### config.mk
export PLATFORM = sky130hd
export DESIGN_NAME = sprite_palette_sched_flat
export DESIGN_NICKNAME = d
export VERILOG_FILES = /design/src/rtl/sprite_palette_sched_if.sv /design/src/rtl/sprite_palette_sched.sv /design/src/flat_wrapper.sv
export SDC_FILE = /design/constraint.sdc
export NUM_CORES = 1
export LEC_CHECK = 0
export CORE_UTILIZATION = 40
export DETAILED_ROUTE_END_ITERATION = 10
export PLACE_DENSITY = 0.7
export SETUP_SLACK_MARGIN = 0.02
export SYNTH_ARGS = -nofsm -noshare
export SYNTH_HDL_FRONTEND = slang
export SYNTH_SLANG_ARGS = --single-unit
### constraint.sdc
create_clock -name Clk -period 2.1 [get_ports Clk]
set_input_delay 0.42 -clock Clk [delete_from_list [all_inputs] [get_ports Clk]]
set_output_delay 0.42 -clock Clk [all_outputs]
set_load 0.02 [all_outputs]
### src/rtl/sprite_palette_sched_if.sv
// Bus bundle between the sprite index logic, the shared palette and the layer scheduler.
// The master side drives the pixel strobe, layer inputs and palette colour; the slave is the scheduler.
interface sprite_palette_sched_if #(
  parameter int unsigned N_LAYERS = 4
);
  logic                    pix_start;
  logic [N_LAYERS-1:0]     layer_valid;
  logic [8*N_LAYERS-1:0]   layer_index;
  logic [11:0]             bg_rgb;
  logic [7:0]              pal_index;
  logic [11:0]             pal_rgb;
  logic [11:0]             rgb_out;
  logic                    rgb_valid;
  logic                    busy;
  logic                    overrun;
  logic                    clr_overrun;

  modport master (
    output pix_start, layer_valid, layer_index, bg_rgb, pal_rgb, clr_overrun,
    input  pal_index, rgb_out, rgb_valid, busy, overrun
  );

  modport slave (
    input  pix_start, layer_valid, layer_index, bg_rgb, pal_rgb, clr_overrun,
    output pal_index, rgb_out, rgb_valid, busy, overrun
  );
endinterface

### src/rtl/sprite_palette_sched.sv
// Per-pixel layer scheduler sharing one combinational palette lookup across N_LAYERS layers.
// Optional macro PALETTE_KEY_EN: palette colour equal to KEY_RGB is treated as transparent.
module sprite_palette_sched #(
  parameter int unsigned N_LAYERS   = 4,
  parameter logic [11:0] KEY_RGB    = 12'h000,
  parameter logic [11:0] BG_DEFAULT = 12'h000
) (
  input  logic                   Clk,
  input  logic                   Reset_n,
  sprite_palette_sched_if.slave  bus
);

  localparam int unsigned PtrW = (N_LAYERS > 1) ? $clog2(N_LAYERS) : 1;

  typedef enum logic [1:0] {StIdle, StScan, StDone} state_e;

  state_e                        r_state;
  logic [PtrW-1:0]               r_ptr;
  logic [N_LAYERS-1:0]           r_cap_valid;
  logic [N_LAYERS-1:0][7:0]      r_cap_index;
  logic [11:0]                   r_cap_bg;
  logic [11:0]                   r_rgb_out;
  logic                          r_rgb_valid;
  logic                          r_overrun;

  logic                          w_opaque;
  logic                          w_hit;
  logic                          w_last;
  logic                          w_overrun_evt;
  logic [7:0]                    w_pal_index;

`ifdef PALETTE_KEY_EN
  assign w_opaque = (bus.pal_rgb != KEY_RGB);
`else
  logic w_key_unused;
  assign w_key_unused = ^KEY_RGB;
  assign w_opaque     = 1'b1;
`endif

  // Palette address comes only from captured state, never from the live layer inputs.
  assign w_pal_index   = (r_state == StScan) ? r_cap_index[r_ptr] : 8'h00;
  assign w_hit         = r_cap_valid[r_ptr] && w_opaque;
  assign w_last        = (r_ptr == PtrW'(N_LAYERS - 1));
  assign w_overrun_evt = bus.pix_start && (r_state == StScan);

  always_ff @(posedge Clk or negedge Reset_n) begin
    if (!Reset_n) begin
      r_state     <= StIdle;
      r_ptr       <= '0;
      r_cap_valid <= '0;
      r_cap_index <= '0;
      r_cap_bg    <= '0;
      r_rgb_out   <= BG_DEFAULT;
      r_rgb_valid <= 1'b0;
      r_overrun   <= 1'b0;
    end else begin
      r_rgb_valid <= 1'b0;

      // A new overrun event wins over a simultaneous clear.
      if (w_overrun_evt) begin
        r_overrun <= 1'b1;
      end else if (bus.clr_overrun) begin
        r_overrun <= 1'b0;
      end

      case (r_state)
        StIdle, StDone: begin
          if (bus.pix_start) begin
            r_cap_valid <= bus.layer_valid;
            r_cap_index <= bus.layer_index;
            r_cap_bg    <= bus.bg_rgb;
            r_ptr       <= '0;
            r_state     <= StScan;
          end else begin
            r_state     <= StIdle;
          end
        end
        StScan: begin
          if (w_hit) begin
            r_rgb_out   <= bus.pal_rgb;
            r_rgb_valid <= 1'b1;
            r_state     <= StDone;
          end else if (w_last) begin
            r_rgb_out   <= r_cap_bg;
            r_rgb_valid <= 1'b1;
            r_state     <= StDone;
          end else begin
            r_ptr       <= r_ptr + 1'b1;
          end
        end
        default: r_state <= StIdle;
      endcase
    end
  end

  assign bus.pal_index = w_pal_index;
  assign bus.rgb_out   = r_rgb_out;
  assign bus.rgb_valid = r_rgb_valid;
  assign bus.busy      = (r_state == StScan);
  assign bus.overrun   = r_overrun;

endmodule
### src/flat_wrapper.sv
// flat-port wrapper written by rule: the top's interface ports become plain ports
module sprite_palette_sched_flat 
#(
  parameter int unsigned N_LAYERS   = 4,
  parameter logic [11:0] KEY_RGB    = 12'h000,
  parameter logic [11:0] BG_DEFAULT = 12'h000
)
  (Clk, Reset_n, bus_pix_start, bus_layer_valid, bus_layer_index, bus_bg_rgb, bus_pal_rgb, bus_clr_overrun, bus_pal_index, bus_rgb_out, bus_rgb_valid, bus_busy, bus_overrun);
  sprite_palette_sched_if #(.N_LAYERS(N_LAYERS)) bus_i ();
  input  logic Clk;
  input  logic Reset_n;
  input wire logic [$bits(bus_i.pix_start)-1:0] bus_pix_start;
  input wire logic [$bits(bus_i.layer_valid)-1:0] bus_layer_valid;
  input wire logic [$bits(bus_i.layer_index)-1:0] bus_layer_index;
  input wire logic [$bits(bus_i.bg_rgb)-1:0] bus_bg_rgb;
  input wire logic [$bits(bus_i.pal_rgb)-1:0] bus_pal_rgb;
  input wire logic [$bits(bus_i.clr_overrun)-1:0] bus_clr_overrun;
  output wire logic [$bits(bus_i.pal_index)-1:0] bus_pal_index;
  output wire logic [$bits(bus_i.rgb_out)-1:0] bus_rgb_out;
  output wire logic [$bits(bus_i.rgb_valid)-1:0] bus_rgb_valid;
  output wire logic [$bits(bus_i.busy)-1:0] bus_busy;
  output wire logic [$bits(bus_i.overrun)-1:0] bus_overrun;
  assign bus_i.pix_start = bus_pix_start;
  assign bus_i.layer_valid = bus_layer_valid;
  assign bus_i.layer_index = bus_layer_index;
  assign bus_i.bg_rgb = bus_bg_rgb;
  assign bus_i.pal_rgb = bus_pal_rgb;
  assign bus_i.clr_overrun = bus_clr_overrun;
  assign bus_pal_index = bus_i.pal_index;
  assign bus_rgb_out = bus_i.rgb_out;
  assign bus_rgb_valid = bus_i.rgb_valid;
  assign bus_busy = bus_i.busy;
  assign bus_overrun = bus_i.overrun;
  sprite_palette_sched #(.N_LAYERS(N_LAYERS), .KEY_RGB(KEY_RGB), .BG_DEFAULT(BG_DEFAULT)) u_core (.Clk(Clk), .Reset_n(Reset_n), .bus(bus_i));
endmodule
### Word-level counts from Yosys, hierarchy flattened

Index checks and enable logic that the tools add are counted.

* flip-flop bits (word level): 66
* word-level logic and storage cells: 49

* add/sub/neg operators: 1
* order comparisons: 1
* eq/ne operators: 7
* muxes and demuxes: 20
* reduce and logical (&&, ||, !) cells: 9

Operators by type and width (count)
* $mux 12: 2
* $bmux 8 s2: 1
* $mux 8: 2
* $mux 2: 5
* $pmux 2 s2: 2
* $mux 1: 7
* $ne 2x2->1 const B: 3
* $reduce_bool 2->1: 3
* $eq 2x2->1 const B: 2
* $reduce_and 2->1: 2
* $reduce_and 4->1: 1
* $lt 2x3->1 const B: 1
* $ne 3x1->1 const B: 1
* $add 2x1->2 const B: 1
* $bmux 1 s2: 1
* $eq 2x1->1 const B: 1
* $logic_not 2->1: 1
* $reduce_or 2->1: 1
* $logic_and 1x1->1: 1

### Depth between registers and ports, before layout

* depth in word-level cells: 4
* mapped depth: 6

### Worst setup path after synthesis

OpenSTA, ideal clock, no wires.

* path type: reg-to-output
* from: register u_core.r_ptr[0]
* to: output bus_pal_index[0]
* data arrival time: 1.402 ns
* required time: 1.680 ns
* slack: 0.278 ns
* cell stages (with the launch flop): 4
* buffers on the path: 1
* cells stage by stage: dfrtp_1 -> buf_2 -> mux4_2 -> and2_1

* cells in the longest elaborated chain, start to end: 3

RTL lines
* start, declared: line sprite_palette_sched.sv:18 `logic [PtrW-1:0] r_ptr;`
* start signal, assigned: line sprite_palette_sched.sv:88 `r_ptr <= r_ptr + 1'b1;`
* $bmux 8 s2: line sprite_palette_sched.sv:41 `assign w_pal_index = (r_state == StScan) ? r_cap_index[r_ptr] : 8'h00;`
* $mux 8 (implied by the code): line sprite_palette_sched.sv:41
* $mux 8: line sprite_palette_sched.sv:41
* end, declared: line flat_wrapper.sv:18 `output wire logic [$bits(bus_i.pal_index)-1:0] bus_pal_index;`

Every way passes these cells. The select of a mux whose other input is x is not followed.

### Worst setup path in the final report

* from: register u_core.r_ptr[0]
* to: output bus_pal_index[7]

Same word-level chain as after synthesis.

==> flow_metrics.tcl <==
set metrics [dict create \
    status "completed" \
    drv_cap 0 \
    postCtsSetupBuffers 0 \
    grt-busiest-layer "met2" \
    yosys.area.top_type "dfrtp_1" \
    fin_area_sq_mm 0.00420 \
    path_clk_slew_ns 0.07 \
    place.gp.congestion 0.806 \
    grt_pass1_vias 2405 \
    hold_path.class "reg2reg" \
    ir_drop_v 0.000757 \
    required_ns 1.68 \
    switching_share 0.351 \
    globalRouteMet1Util 0.278 \
    dieArea_sq_mm 0.00756 \
    synth_fp_nets 371 \
    synth-edff-count 0 \
    grt_start_max_net_pins 51 \
    cts_tree "yes" \
    multi_input_area_sq_mm 0.00112 \
    vias 2341 \
    start_kind "register" \
    design.core.area_sq_mm 0.00687 \
    initial_core_util 0.420 \
    p_comb_frac 0.425 \
    wl_per_cell_um 13.3 \
    finalHoldViolCount 0 \
    diodes 0 \
    cts_buffer_depth 2 \
    p_leak_nw 2.07 \
    cts_max_level 3 \
    root_buffer "clkbuf_8" \
    async_flop_share 1.00 \
    fin_nets 465 \
    gr-usage-met3 0.0379 \
    dieHeight_um 87.0 \
    wl_um 6660 \
    synth_area_leaders "dfrtp_1, nand2_1, mux4_2" \
    critPathCaptureType "output pin" \
    portBuffers 86 \
    clock_latency_ns 0.33 \
    ys_seq_elements 66 \
    finalCritPeriodShare 0.988 \
    crit_arrival_ns 1.66 \
    num_io_pins 87 \
    worstMarginPinSlew_ns 0.412 \
    drive_above_1_share 0.153 \
    p_int_w 0.00402 \
    syn_inst 306 \
    dpl_cell_area_sq_mm 0.00393 \
    worst-setup-path-type "reg2out" \
    register_area_sq_mm 0.00165 \
    fin_skew_ns 0.00629 \
    via_per_inst 4.67 \
    dpl.hpwl_um 4720 \
    overflow 0 \
    switchingPower_w 0.00217 \
    rows 30 \
    worstPathMaxFanout 2 \
    drc 0 \
    first_pass_iters 4 \
    rsz0062_at_grt "true" \
    clock-sinks 66 \
    fmax_mhz 482 \
    relSlewSlack 0.725 \
    antenna_left 0 \
    synth_ff_type "dfrtp_1" \
    antenna_found_initial 0 \
    yosys-top-cells-count "nand2_1, dfrtp_1, inv_1" \
    post-route-min-period_ns 2.08 \
    met2_usage 0.307 \
    fillCellCount 588 \
    drt_iter0_markers 111 \
    total_power_w 0.00618 \
    syn_area_per_cell_sq_um 9.43 \
    pwr-share-seq 0.364 \
    power.density_mw_per_mm2 1470 \
    grt_pass1_wl_um 11300 \
    stdcell_count 501 \
    setup_viol 0 \
    syn_to_final_growth_pct 45.5 \
    gr-usage-all-layers 0.197 \
    yosysUniqueCellTypes 21 \
    synth_top_area_share 0.572 \
    place_inst 484 \
    tns_ns 0 \
    yosysWarnings 0 \
    slew_violations 0 \
    cts-buffers-inserted 9 \
    synth_most_common_cell "nand2_1" \
    die_w_um 87.0 \
    synthesis.area_sq_mm 0.00289 \
    clkPwrFrac 0.211 \
    synth-seq-area-share 0.572 \
    whs_ns 0.478 \
]
-- through the flow --
step / setup WS [ns] / utilization
4_1_cts: -0.0100 / 0.612
3_5_place_dp: -0.0253 / 0.572
6_report: 0.0244 / 0.611
5_1_grt: -0.0760 / 0.611
2_1_floorplan: 0.278 / -
3_3_place_gp: -0.0246 / 0.572
-- cell usage in the layout, fill, tap and decap left out, types with 2 or more instances in the layout --
master / Yosys / layout
a211oi_1: 2 / 2
a21oi_1: 15 / 15
and2_1: 8 / 2
and2_4: 0 / 6
buf_12: 0 / 3
buf_2: 4 / 3
buf_4: 1 / 10
buf_6: 1 / 6
bufinv_16: 0 / 3
clkbuf_8: 0 / 10
clkdlybuf4s50_1: 0 / 76
clkinvlp_4: 0 / 2
dfrtp_1: 66 / 66
inv_1: 17 / 16
mux2_2: 2 / 2
mux4_2: 9 / 9
nand2_1: 148 / 148
o21ai_0: 3 / 3
o22ai_1: 10 / 10
o22ai_2: 2 / 2
-- cells by family (layout without fill, tap and decap cells) --
logic type,after synthesis,in the layout,synth area share
fa+ha+maj,1,1,0.00433
flops,66,66,0.572
simple gates,160,160,0.223
buf+inv,34,133,0.0498
compound gates,34,34,0.0724
mux,11,11,0.0780
-- per-layer routing --
metal	wire length [um]	up-vias
li1	-	1161
met5	0	-
met1	3170	1135
met4	0	0
met3	200	0
met2	3290	45
-- critical path: stages, from the launching register on --
cell	delay [ns]
dfrtp_1	0.39
buf_4	0.14
mux4_2	0.47
and2_1	0.18
buf_2	0.16
-- registers in the layout (all words and copies together), names as in the netlist --
name	cells
u_core.bus.rgb_out	12
u_core.r_ptr	2
u_core.r_cap_valid	4
u_core.r_cap_bg	12
u_core.bus.rgb_valid	1
u_core.r_cap_index	32
u_core.r_state	2
u_core.bus.overrun	1
-- final timing paths --
check	start	end	slack (ns)	cells past startpoint
setup reg to reg	u_core.r_ptr[0]	u_core.bus.rgb_out[10]	0.16	6
hold reg to reg	u_core.r_cap_bg[8]	u_core.r_cap_bg[8]	0.48	2
min in group asynchronous	Reset_n	u_core.r_cap_index[31]	0.56	2
max in group asynchronous	Reset_n	u_core.r_cap_valid[0]	0.95	3
hold / removal	u_core.r_cap_bg[8]	u_core.r_cap_bg[8]	0.48	2
setup / recovery	u_core.r_ptr[0]	bus_pal_index[7]	0.02	4
-- layout make-up --
type / count / share of cell area
Sequential cell: 66 / 0.393
Multi-Input combinational cell: 206 / 0.266
Timing Repair Buffer: 100 / 0.237
Clock buffer: 10 / 0.0328
Tap cell: 96 / 0.0286
Clock inverter: 6 / 0.0271
Inverter: 17 / 0.0152
-- power by group through the flow --
| stage | logic, W | clock network, W | registers, W |
|---|---|---|---|
| after global placement | 0.00254 | 0 | 0.00224 |
| after floorplan | 0.00145 | 0 | 0.00230 |
| after global routing | 0.00291 | 0.00140 | 0.00232 |
| after CTS | 0.00268 | 0.00134 | 0.00224 |
| after detailed placement | 0.00260 | 0 | 0.00226 |
| final | 0.00263 | 0.00130 | 0.00225 |
-- what timing repair did --
action	CTS	global route
gates cloned	0	0
hold buffers	1	0
endpoints found under the hold margin	4	0
resized for setup	51	1
pin swaps	3	0
endpoints found under the setup margin	9	8
(Power assumes the default switching activity.)
